===== config.mk =====
export PLATFORM = sky130hd
export DESIGN_NAME = diad_trace_tx_flat
export DESIGN_NICKNAME = d
export VERILOG_FILES = /design/src/rtl/diad_trace_tx_pkg.sv /design/src/rtl/diad_trace_tx_if.sv /design/src/rtl/diad_trace_tx_fifo.sv /design/src/rtl/diad_trace_tx.sv /design/src/flat_wrapper.sv
export SDC_FILE = /design/constraint.sdc
export NUM_CORES = 1
export LEC_CHECK = 0
export BUFFER_PORTS_ARGS = -buffer_cell sky130_fd_sc_hd__buf_2
export CAP_MARGIN = 20
export CORE_ASPECT_RATIO = 1.5
export CORE_MARGIN = 8
export CORE_UTILIZATION = 62
export DETAILED_ROUTE_END_ITERATION = 10
export GPL_TIMING_DRIVEN = 0
export PLACE_DENSITY = 0.79
export SETUP_SLACK_MARGIN = 0.4
export SLEW_MARGIN = 20
export SYNTH_ARGS = -nofsm -noshare
export SYNTH_HDL_FRONTEND = slang
export SYNTH_SLANG_ARGS = --single-unit

===== constraint.sdc =====
create_clock -name iw_clk -period 11 [get_ports iw_clk]
set_clock_uncertainty 0.15 [all_clocks]
set_input_delay 1.65 -clock iw_clk [delete_from_list [all_inputs] [get_ports iw_clk]]
set_output_delay 1.65 -clock iw_clk [all_outputs]
set_load 0.02 [all_outputs]

===== src/rtl/diad_trace_tx_pkg.sv =====
// diad_trace_tx_pkg: shared constants and types for the diad trace transmitter.
//   - frame sync bytes (normal and "records were lost before this one")
//   - FSM state encoding for the byte serialiser
//   - field_bytes(): number of stream bytes needed to carry a field of N bits
package diad_trace_tx_pkg;

    localparam logic [7:0] TRACE_SYNC_OK   = 8'hA5;
    localparam logic [7:0] TRACE_SYNC_LOSS = 8'h5A;

    typedef enum logic [2:0] {
        ST_IDLE  = 3'd0,
        ST_SYNC  = 3'd1,
        ST_TICK  = 3'd2,
        ST_PC    = 3'd3,
        ST_INSTR = 3'd4
    } trace_state_e;

    // Bytes needed to carry a field, rounding partial bytes up (zero-padded).
    function automatic int unsigned field_bytes(input int unsigned width_bits);
        return (width_bits + 32'd7) / 32'd8;
    endfunction

endpackage


===== src/rtl/diad_trace_tx_if.sv =====
// diad_trace_tx_if: valid/ready byte stream carrying trace frames off the core.
//   ow_tx_data   : stream byte
//   ow_tx_valid  : ow_tx_data is valid
//   iw_tx_ready  : sink accepts the byte (transfer when valid & ready)
// master = transmitter side, slave = sink side.
interface diad_trace_tx_if;

    logic [7:0] ow_tx_data;
    logic       ow_tx_valid;
    logic       iw_tx_ready;

    modport master (
        output ow_tx_data,
        output ow_tx_valid,
        input  iw_tx_ready
    );

    modport slave (
        input  ow_tx_data,
        input  ow_tx_valid,
        output iw_tx_ready
    );

endinterface


===== src/rtl/diad_trace_tx_fifo.sv =====
// diad_trace_tx_fifo: synchronous record FIFO for the trace transmitter.
//   clk       : clock
//   rst_n     : synchronous reset, active-low (empties the FIFO)
//   push      : write push_data (ignored when full unless popping this cycle)
//   push_data : record to store
//   pop       : consume the head entry (ignored when empty)
//   rd_data   : head entry, read straight out of the storage flops
//   full      : DEPTH entries held
//   empty     : no entries held
// A pop in the same cycle as a push while full frees the slot first, so the
// push is accepted.
module diad_trace_tx_fifo #(
    parameter int WIDTH = 64,
    parameter int DEPTH = 8
) (
    input  logic             clk,
    input  logic             rst_n,
    input  logic             push,
    input  logic [WIDTH-1:0] push_data,
    input  logic             pop,
    output logic [WIDTH-1:0] rd_data,
    output logic             full,
    output logic             empty
);

    localparam int PTR_W = (DEPTH > 1) ? $clog2(DEPTH) : 1;
    localparam logic [PTR_W:0] DEPTH_C = (PTR_W + 1)'(DEPTH);

    logic [WIDTH-1:0] mem_q [DEPTH];
    logic [PTR_W-1:0] wr_ptr_q, wr_ptr_d;
    logic [PTR_W-1:0] rd_ptr_q, rd_ptr_d;
    logic [PTR_W:0]   count_q, count_d;
    logic             do_push;
    logic             do_pop;

    assign full    = (count_q == DEPTH_C);
    assign empty   = (count_q == {(PTR_W + 1){1'b0}});
    assign rd_data = mem_q[rd_ptr_q];
    assign do_pop  = pop & ~empty;
    assign do_push = push & (~full | do_pop);

    // Next pointer and occupancy values; pointers wrap naturally (DEPTH is 2^n).
    always_comb begin
        wr_ptr_d = wr_ptr_q;
        rd_ptr_d = rd_ptr_q;
        count_d  = count_q;
        if (do_push) begin
            wr_ptr_d = wr_ptr_q + PTR_W'(1);
        end else begin
            wr_ptr_d = wr_ptr_q;
        end
        if (do_pop) begin
            rd_ptr_d = rd_ptr_q + PTR_W'(1);
        end else begin
            rd_ptr_d = rd_ptr_q;
        end
        case ({do_push, do_pop})
            2'b10:   count_d = count_q + (PTR_W + 1)'(1);
            2'b01:   count_d = count_q - (PTR_W + 1)'(1);
            default: count_d = count_q;
        endcase
    end

    // Pointer and occupancy registers.
    always_ff @(posedge clk) begin
        if (!rst_n) begin
            wr_ptr_q <= {PTR_W{1'b0}};
            rd_ptr_q <= {PTR_W{1'b0}};
            count_q  <= {(PTR_W + 1){1'b0}};
        end else begin
            wr_ptr_q <= wr_ptr_d;
            rd_ptr_q <= rd_ptr_d;
            count_q  <= count_d;
        end
    end

    // Storage array; contents need no reset because the pointers define validity.
    always_ff @(posedge clk) begin
        if (do_push) begin
            mem_q[wr_ptr_q] <= push_data;
        end
    end

endmodule


===== src/rtl/diad_trace_tx.sv =====
// diad_trace_tx: debug trace transmitter for the diad core.
// Captures {tick, WB pc, WB instr} on every retirement while tracing is
// enabled, queues records in a small FIFO and serialises each as a frame
//   SYNC | TICK (LSB first) | PC (LSB first) | INSTR (LSB first)
// on a valid/ready byte stream. SYNC is 8'h5A instead of 8'hA5 when records
// were dropped (FIFO full) before this one was dequeued.
// Ports:
//   iw_clk        : core clock
//   iw_rst        : synchronous reset, active-low
//   iw_trace_en   : capture enable (queued records still drain when low)
//   iw_wb_valid   : WB retires an instruction this cycle
//   iw_wb_pc      : WB PC
//   iw_wb_instr   : WB instruction
//   tx            : byte stream (master side)
//   ow_drop_cnt   : saturating count of dropped records
//   ow_busy       : FIFO non-empty or a frame in flight
module diad_trace_tx
    import diad_trace_tx_pkg::*;
#(
    parameter int ADDR_W  = 24,
    parameter int INSTR_W = 24,
    parameter int TICK_W  = 16,
    parameter int DEPTH   = 8
) (
    input  logic               iw_clk,
    input  logic               iw_rst,
    input  logic               iw_trace_en,
    input  logic               iw_wb_valid,
    input  logic [ADDR_W-1:0]  iw_wb_pc,
    input  logic [INSTR_W-1:0] iw_wb_instr,
    diad_trace_tx_if.master    tx,
    output logic [7:0]         ow_drop_cnt,
    output logic               ow_busy
);

    localparam int TICK_B  = TICK_W / 8;
    localparam int PC_B    = int'(field_bytes(ADDR_W));
    localparam int INSTR_B = int'(field_bytes(INSTR_W));
    localparam int REC_W   = TICK_W + ADDR_W + INSTR_W;
    localparam int SH_W    = 8 * (TICK_B + PC_B + INSTR_B);

    localparam logic [7:0] TICK_LAST  = 8'(TICK_B - 1);
    localparam logic [7:0] PC_LAST    = 8'(PC_B - 1);
    localparam logic [7:0] INSTR_LAST = 8'(INSTR_B - 1);

    trace_state_e     state_q, state_d;
    logic [7:0]       cnt_q, cnt_d;
    logic [SH_W-1:0]  shift_q, shift_d;
    logic [7:0]       tx_data_q, tx_data_d;
    logic             tx_valid_q, tx_valid_d;
    logic [TICK_W-1:0] tick_q, tick_d;
    logic [7:0]       drop_cnt_q, drop_cnt_d;
    logic             loss_q, loss_d;

    logic             capture;
    logic             drop;
    logic             accept;
    logic             frame_end;
    logic             fifo_pop;
    logic             fifo_full;
    logic             fifo_empty;
    logic [REC_W-1:0] fifo_rd;
    logic [SH_W-1:0]  payload;

    assign capture   = iw_trace_en & iw_wb_valid;
    // A pop this cycle frees a slot, so only a full FIFO without a pop drops.
    assign drop      = capture & fifo_full & ~fifo_pop;
    assign accept    = tx_valid_q & tx.iw_tx_ready;
    assign frame_end = accept & (state_q == ST_INSTR) & (cnt_q == INSTR_LAST);

    // Frame payload laid out so the first byte to send sits in the low byte.
    assign payload = {(8 * INSTR_B)'(fifo_rd[TICK_W + ADDR_W +: INSTR_W]),
                      (8 * PC_B)'(fifo_rd[TICK_W +: ADDR_W]),
                      fifo_rd[TICK_W-1:0]};

    diad_trace_tx_fifo #(
        .WIDTH (REC_W),
        .DEPTH (DEPTH)
    ) u_fifo (
        .clk       (iw_clk),
        .rst_n     (iw_rst),
        .push      (capture),
        .push_data ({iw_wb_instr, iw_wb_pc, tick_q}),
        .pop       (fifo_pop),
        .rd_data   (fifo_rd),
        .full      (fifo_full),
        .empty     (fifo_empty)
    );

    // Serialiser next state: load a record when idle or as the previous frame
    // ends (no gap), otherwise advance one byte per accepted transfer.
    always_comb begin
        state_d    = state_q;
        cnt_d      = cnt_q;
        shift_d    = shift_q;
        tx_data_d  = tx_data_q;
        tx_valid_d = tx_valid_q;
        fifo_pop   = 1'b0;
        if (((state_q == ST_IDLE) | frame_end) & ~fifo_empty) begin
            fifo_pop   = 1'b1;
            state_d    = ST_SYNC;
            cnt_d      = 8'd0;
            shift_d    = payload;
            tx_data_d  = loss_q ? TRACE_SYNC_LOSS : TRACE_SYNC_OK;
            tx_valid_d = 1'b1;
        end else if (frame_end) begin
            state_d    = ST_IDLE;
            cnt_d      = 8'd0;
            tx_data_d  = 8'h00;
            tx_valid_d = 1'b0;
        end else if (accept) begin
            tx_data_d = shift_q[7:0];
            shift_d   = shift_q >> 4'd8;
            case (state_q)
                ST_SYNC: begin
                    state_d = ST_TICK;
                    cnt_d   = 8'd0;
                end
                ST_TICK: begin
                    if (cnt_q == TICK_LAST) begin
                        state_d = ST_PC;
                        cnt_d   = 8'd0;
                    end else begin
                        cnt_d = cnt_q + 8'd1;
                    end
                end
                ST_PC: begin
                    if (cnt_q == PC_LAST) begin
                        state_d = ST_INSTR;
                        cnt_d   = 8'd0;
                    end else begin
                        cnt_d = cnt_q + 8'd1;
                    end
                end
                ST_INSTR: begin
                    cnt_d = cnt_q + 8'd1;
                end
                default: begin
                    state_d    = ST_IDLE;
                    cnt_d      = 8'd0;
                    tx_data_d  = 8'h00;
                    tx_valid_d = 1'b0;
                end
            endcase
        end else begin
            state_d = state_q;
        end
    end

    // Tick, drop counter and loss flag next values.
    always_comb begin
        tick_d     = tick_q + TICK_W'(1);
        drop_cnt_d = drop_cnt_q;
        loss_d     = loss_q;
        if (drop) begin
            loss_d = 1'b1;
            if (drop_cnt_q != 8'hFF) begin
                drop_cnt_d = drop_cnt_q + 8'd1;
            end else begin
                drop_cnt_d = drop_cnt_q;
            end
        end else if (fifo_pop) begin
            loss_d = 1'b0;
        end else begin
            loss_d = loss_q;
        end
    end

    // Serialiser and status registers; reset abandons any frame in flight.
    always_ff @(posedge iw_clk) begin
        if (!iw_rst) begin
            state_q    <= ST_IDLE;
            cnt_q      <= 8'd0;
            shift_q    <= {SH_W{1'b0}};
            tx_data_q  <= 8'h00;
            tx_valid_q <= 1'b0;
            tick_q     <= {TICK_W{1'b0}};
            drop_cnt_q <= 8'd0;
            loss_q     <= 1'b0;
        end else begin
            state_q    <= state_d;
            cnt_q      <= cnt_d;
            shift_q    <= shift_d;
            tx_data_q  <= tx_data_d;
            tx_valid_q <= tx_valid_d;
            tick_q     <= tick_d;
            drop_cnt_q <= drop_cnt_d;
            loss_q     <= loss_d;
        end
    end

    assign tx.ow_tx_data  = tx_data_q;
    assign tx.ow_tx_valid = tx_valid_q;
    assign ow_drop_cnt    = drop_cnt_q;
    assign ow_busy        = ~fifo_empty | (state_q != ST_IDLE);

endmodule

===== src/flat_wrapper.sv =====
// flat-port wrapper written by rule: the top's interface ports become plain ports
module diad_trace_tx_flat import diad_trace_tx_pkg::*;
#(
    parameter int ADDR_W  = 24,
    parameter int INSTR_W = 24,
    parameter int TICK_W  = 16,
    parameter int DEPTH   = 8
)
  (iw_clk, iw_rst, iw_trace_en, iw_wb_valid, iw_wb_pc, iw_wb_instr, ow_drop_cnt, ow_busy, tx_ow_tx_data, tx_ow_tx_valid, tx_iw_tx_ready);
  diad_trace_tx_if tx_i ();
  input  logic iw_clk;
  input  logic iw_rst;
  input  logic iw_trace_en;
  input  logic iw_wb_valid;
  input  logic [ADDR_W-1:0] iw_wb_pc;
  input  logic [INSTR_W-1:0] iw_wb_instr;
  output logic [7:0] ow_drop_cnt;
  output logic ow_busy;
  output wire logic [$bits(tx_i.ow_tx_data)-1:0] tx_ow_tx_data;
  output wire logic [$bits(tx_i.ow_tx_valid)-1:0] tx_ow_tx_valid;
  input wire logic [$bits(tx_i.iw_tx_ready)-1:0] tx_iw_tx_ready;
  assign tx_ow_tx_data = tx_i.ow_tx_data;
  assign tx_ow_tx_valid = tx_i.ow_tx_valid;
  assign tx_i.iw_tx_ready = tx_iw_tx_ready;
  diad_trace_tx #(.ADDR_W(ADDR_W), .INSTR_W(INSTR_W), .TICK_W(TICK_W), .DEPTH(DEPTH)) u_core (.iw_clk(iw_clk), .iw_rst(iw_rst), .iw_trace_en(iw_trace_en), .iw_wb_valid(iw_wb_valid), .iw_wb_pc(iw_wb_pc), .iw_wb_instr(iw_wb_instr), .tx(tx_i), .ow_drop_cnt(ow_drop_cnt), .ow_busy(ow_busy));
endmodule

# Word-level counts from Yosys, hierarchy flattened
# Memories as Yosys holds them, arrays and structs flattened. A register that Yosys moved wholly into a read port is not among the register bits.
# Index checks and enable logic that the tools add are counted.
# word_totals
regBits	119
ram_bits	512
inputBits	53
out_inout_bits	18
word_cells	97
n_memories	1
# classes
addsub	7
eq_ne	17
n_mux	29
bitwise_logic	17
n_reduce_logical	14
# mem_list
memory	words	word_bits	rd	rd_ports_with_merged_regs	wr	line	text
u_core.u_fifo.mem_q	8	64	1	1	1	diad_trace_tx_fifo.sv:29	logic [WIDTH-1:0] mem_q [DEPTH];
# op_table
operator	n
two-way mux 64 bit	3
two-way mux 8 bit	7
case mux 8 bit (3 select lines)	1
adder 16 x 1 -> 16 bit, second input constant	1
adder 8 x 1 -> 8 bit, second input constant	2
two-way mux 1 bit	12
two-way mux 3 bit	4
case mux 3 bit (4 select lines)	1
AND 1 bit	9
== test 8 x 1 -> 1 bit, second input constant	1
== test 8 x 2 -> 1 bit, second input constant	1
inequality test 4 x 1 -> 1 bit, second input constant	2
inequality test 8 bit, second input constant	1
case mux 4 bit (2 select lines)	1
AND reduction 4 bit	2
adder 3 x 1 -> 3 bit, second input constant	2
== test 3 x 2 -> 1 bit, second input constant	2
AND reduction 2 bit	3
nonzero test 2 bit	3
nonzero test 3 bit	2
inverter 1 bit	5
adder 4 x 1 -> 4 bit, second input constant	1
== test 4 bit, second input constant	1
zero test 4 bit	1
13 further kinds	16

# Logic depth before layout (Yosys ltp)
# depth
depth_word	11
mapped_depth	13

# Hierarchy
# From an unflattened synthesis, not the netlist that was laid out.
# unflattened
cells_unflattened	1439
hier_area_um2	24961.4
# by_module_without_submodules
mod	instances	cells_per_inst	area_per_inst_um2
diad_trace_tx_fifo	1	822	19942.9
diad_trace_tx	1	617	5018.6

# Worst setup path after synthesis
# No wires, ideal clock.
# synth_path
path_type	in2reg
startpoint	input iw_wb_valid
endpoint	memory u_core.u_fifo.mem_q[0][0] (enable)
arrival_time_ns	8.678
required_time_ns	10.206
setup_slack_ns	1.528
stages	4
path_cell_list	or4bb_1 -> nor4_1 -> nor2_1 -> nor4_1
# synth_via
elab_chain_len	4
# synth_rtl
element	line	text
start, declared	flat_wrapper.sv:14	input logic iw_wb_valid;
AND 1 bit	diad_trace_tx.sv:65	assign capture = iw_trace_en & iw_wb_valid;
AND 1 bit	diad_trace_tx_fifo.sv:40	assign do_push = push & (~full | do_pop);
two-way mux 1 bit	diad_trace_tx_fifo.sv:79	if (do_push) begin
two-way mux 1 bit (not written as such)	diad_trace_tx_fifo.sv:80	mem_q[wr_ptr_q] <= push_data;
end, declared	diad_trace_tx_fifo.sv:29	
# No other way between the ends.

# Final worst setup path
# layout_path
startpoint	input iw_wb_valid
endpoint	memory u_core.u_fifo.mem_q[4][48] (enable)
# The elaborated chain is that of the path after synthesis.

==> results.json <==
{
  "crit_type": "in -> reg",
  "p_per_area_nw_per_um2": 218.3,
  "yosysUniqueCellTypes": 57,
  "path_max_fanout": 8,
  "cts_resized": 0,
  "start_util_pct": 62.89,
  "grt_pass1_wl_um": 83180,
  "cts_tree": "done",
  "nNetsFinal": 1685,
  "outcome": "finished clean",
  "viasPerCell": 6.339,
  "grt_max_degree": 21,
  "final_area_um2": 28210,
  "cp_num_buf_inv": 5,
  "avgSynthCellArea_um2": 17.28,
  "port_buffers": 69,
  "rsz0062_at_grt": "false",
  "cts_sinks": 634,
  "cts_buffer_depth": 3,
  "synthMuxAreaShare_pct": 15.06,
  "yosysWarnings": 0,
  "die_w_um": 179.3,
  "synthFlopType": "edfxtp_1",
  "antenna_found_initial": 6,
  "syn-num-nets": 1496,
  "worstPathArrival_ns": 4.71,
  "synth-seq-cells": 634,
  "maxCapViolCount": 0,
  "synth_cells": 1435,
  "die_h_um": 260.9,
  "tightest_slew_ns": 1.130,
  "area_growth_pct": 13.79,
  "startpoint_type": "input port",
  "synthAdderAreaFrac_pct": 0.4037,
  "core-area_um2": 39420,
  "routabilityCongestion": 0.8603,
  "finalHoldViolCount": 0,
  "synth_compound_area_share_pct": 4.517,
  "critical_path.endpoint_type": "flop",
  "max_freq_mhz": 218.7,
  "crit_chain": "buf_2, or4bb_1, nor4_1, o21ai_0, nor3_2, buf_6, buf_4, buf_6, buf_4",
  "wire_per_inst_um": 25.00,
  "drc": 0,
  "dp_hpwl_um": 36690,
  "fin_crit_ns": 4.572,
  "die_area_um2": 46770,
  "ant_nets": 0,
  "period_share_pct": 41.57,
  "finalMaxSlewViolations": 0,
  "yosysTopAreaCellShare_pct": 62.01,
  "syn_area_um2": 24790,
  "total_power_mw": 6.158,
  "first_iter_violations": 1662,
  "setup_violations": 0,
  "path_clk_slew_ns": 0.07,
  "gr-usage-met3_pct": 4.007,
  "clk_latency_ns": 0.59,
  "synthTopCellsByArea": "edfxtp_1 (62%), mux4_2 (12%), dfxtp_1 (9.9%)",
  "dr.pass1.iters": 6,
  "layout-drive-gt1-share_pct": 27.22,
  "grt_use_total_pct": 23.74,
  "yosysTopAreaCell": "edfxtp_1",
  "dpl_cell_area_um2": 26530,
  "path_delay_family": "simple AND/OR/NAND/NOR gates",
  "ys_async_sr_fraction_pct": 0,
  "cpMaxStageDelayCell": "nor3_2",
  "synthSimpleGateAreaFrac_pct": 5.551,
  "cp.required_ns": 11.14,
  "wl_um": 54230,
  "met2_usage_pct": 40.24,
  "grt_overflow": 0,
  "root_buffer": "clkbuf_16",
  "max_slew_margin_pct": 24.19,
  "max_stage_delay_ns": 0.61,
  "grt_pass1_vias": 14180,
  "ios": 71,
  "num_rows": 89,
  "hp-class": "reg -> reg",
  "numCtsBuffers": 55,
  "fillCellCount": 2381,
  "vdd_drop_max_v": 0.0001467,
  "top_usage_layer": "met2",
  "h-tree-depth": 2,
  "vias": 13750,
  "r2r_slack_ns": 6.87,
  "met1_usage_pct": 30.10,
  "yosysSeqAreaShare_pct": 71.86,
  "p_leak_nw": 9.203,
  "post-cts-setup-buffers": 0,
  "synth_edf_count": 512,
  "cts_hold_buf": 0,
  "synthXorXnorAreaFrac_pct": 0.8478,
  "synth_top_family_by_area": "multiplexers"
}
## state kept, by name, indices dropped and copies added (netlist names), named ones only
name and flops:
u_core.u_fifo.mem_q 512, u_core.shift_q 64, u_core.tick_q 16, u_core.cnt_q 8, u_core.ow_drop_cnt 8, u_core.tx.ow_tx_data 8, u_core.u_fifo.count_q 4, u_core.state_q 3
u_core.u_fifo.rd_ptr_q 3, u_core.u_fifo.wr_ptr_q 3, u_core.loss_q 1, u_core.tx.ow_tx_valid 1
## power breakdown
| part | total, mW | switching, mW | internal, mW |
|---|---|---|---|
| logic | 1.43 | 0.798 | 0.635 |
| clock network | 1.84 | 0.815 | 1.02 |
| registers | 2.89 | 0.0997 | 2.79 |
## stage by stage
step           hold WS (ns)  std cells  TNS (ns)  utilization (%)  setup slack [ns]
2_1_floorplan        0.2847       1435         0                -             1.528
3_3_place_gp         0.3003       2004   -664.37            65.36            -4.876
3_5_place_dp         0.3085       2067         0            67.30             5.928
4_1_cts              0.3266       2164         0            71.54             6.495
5_1_grt              0.3427       2166         0            71.55             6.379
6_report             0.3262       2169         0            71.57             6.428
## layout by cell type (no fill, tap or decap), types with 23 or more instances in the layout
cell type,instances
buf_6,25
buf_4,28
clkbuf_1,74
mux2_2,64
nand3_1,23
buf_2,95
nand2_1,156
edfxtp_1,512
a31oi_1,56
clkbuf_16,55
dfxtp_1,122
mux4_2,128
o21ai_0,69
## tightest hold or removal path, cell delays in order, from the launching register on
cell and delay (ns):
dfxtp_1 0.31, nand2_1 0.05, a31oi_1 0.07
## metal layers
layer / share of wire, % / wire length, um
met2: 51 / 27640
met3: 7.3 / 3966
met4: 3.8 / 2036
met5: 0.041 / 22
met1: 38 / 20560
## final timing paths
path / startpoint / endpoint / cells after the start
worst min-delay path: u_core.shift_q[53] / u_core.shift_q[45] / 2
worst min register to register: u_core.shift_q[53] / u_core.shift_q[45] / 2
worst max register to register: u_core.cnt_q[1] / u_core.u_fifo.mem_q[4][48] / 9
worst max-delay path: iw_wb_valid / u_core.u_fifo.mem_q[4][48] / 9
## logic make-up (layout without fill, tap and decap cells)
kind of cell | Yosys count | in the layout
flops | 634 | 634
simple gates | 296 | 296
mux | 205 | 205
compound gates | 180 | 180
buf+inv | 88 | 317
xor+xnor | 24 | 24
fa+ha+maj | 8 | 8
other cells | 0 | 5
## synthesized netlist by cell type (2+ instances only)
cell type,n
o21ai_1,7
o22ai_1,2
or3_1,3
and2_1,21
nand3_1,23
or4_1,3
buf_2,17
buf_4,2
mux2_2,64
xor2_1,10
edfxtp_1,512
buf_6,8
inv_1,4
nand2b_1,11
ha_1,8
and3_1,5
a311oi_1,2
nor2_1,24
nor2b_1,7
nand2_1,156
mux2i_1,13
clkbuf_1,53
nand4_1,11
a21boi_2,8
xnor2_1,14
a31oi_1,56
mux4_2,128
nor3b_1,2
nand2_2,6
a21boi_0,7
nor3_1,12
dfxtp_1,122
nor4_1,5
o21ai_0,69
buf_1,3
a21oi_1,16
## area by class of cell
type	instances	area, um^2	share of cell area [%]
buffer	84	420.4	1.490
multi-input combinational	713	6596	23.38
sequential	634	17820	63.15
tap	500	625.6	2.217
inverter	4	15.01	0.05322
timing repair buffer	132	1057	3.748
clock inverter	20	198.9	0.7052
antenna	5	12.51	0.04435
clock buffer	77	1469	5.207
No activity file was read; power rests on OpenSTA's default activity.
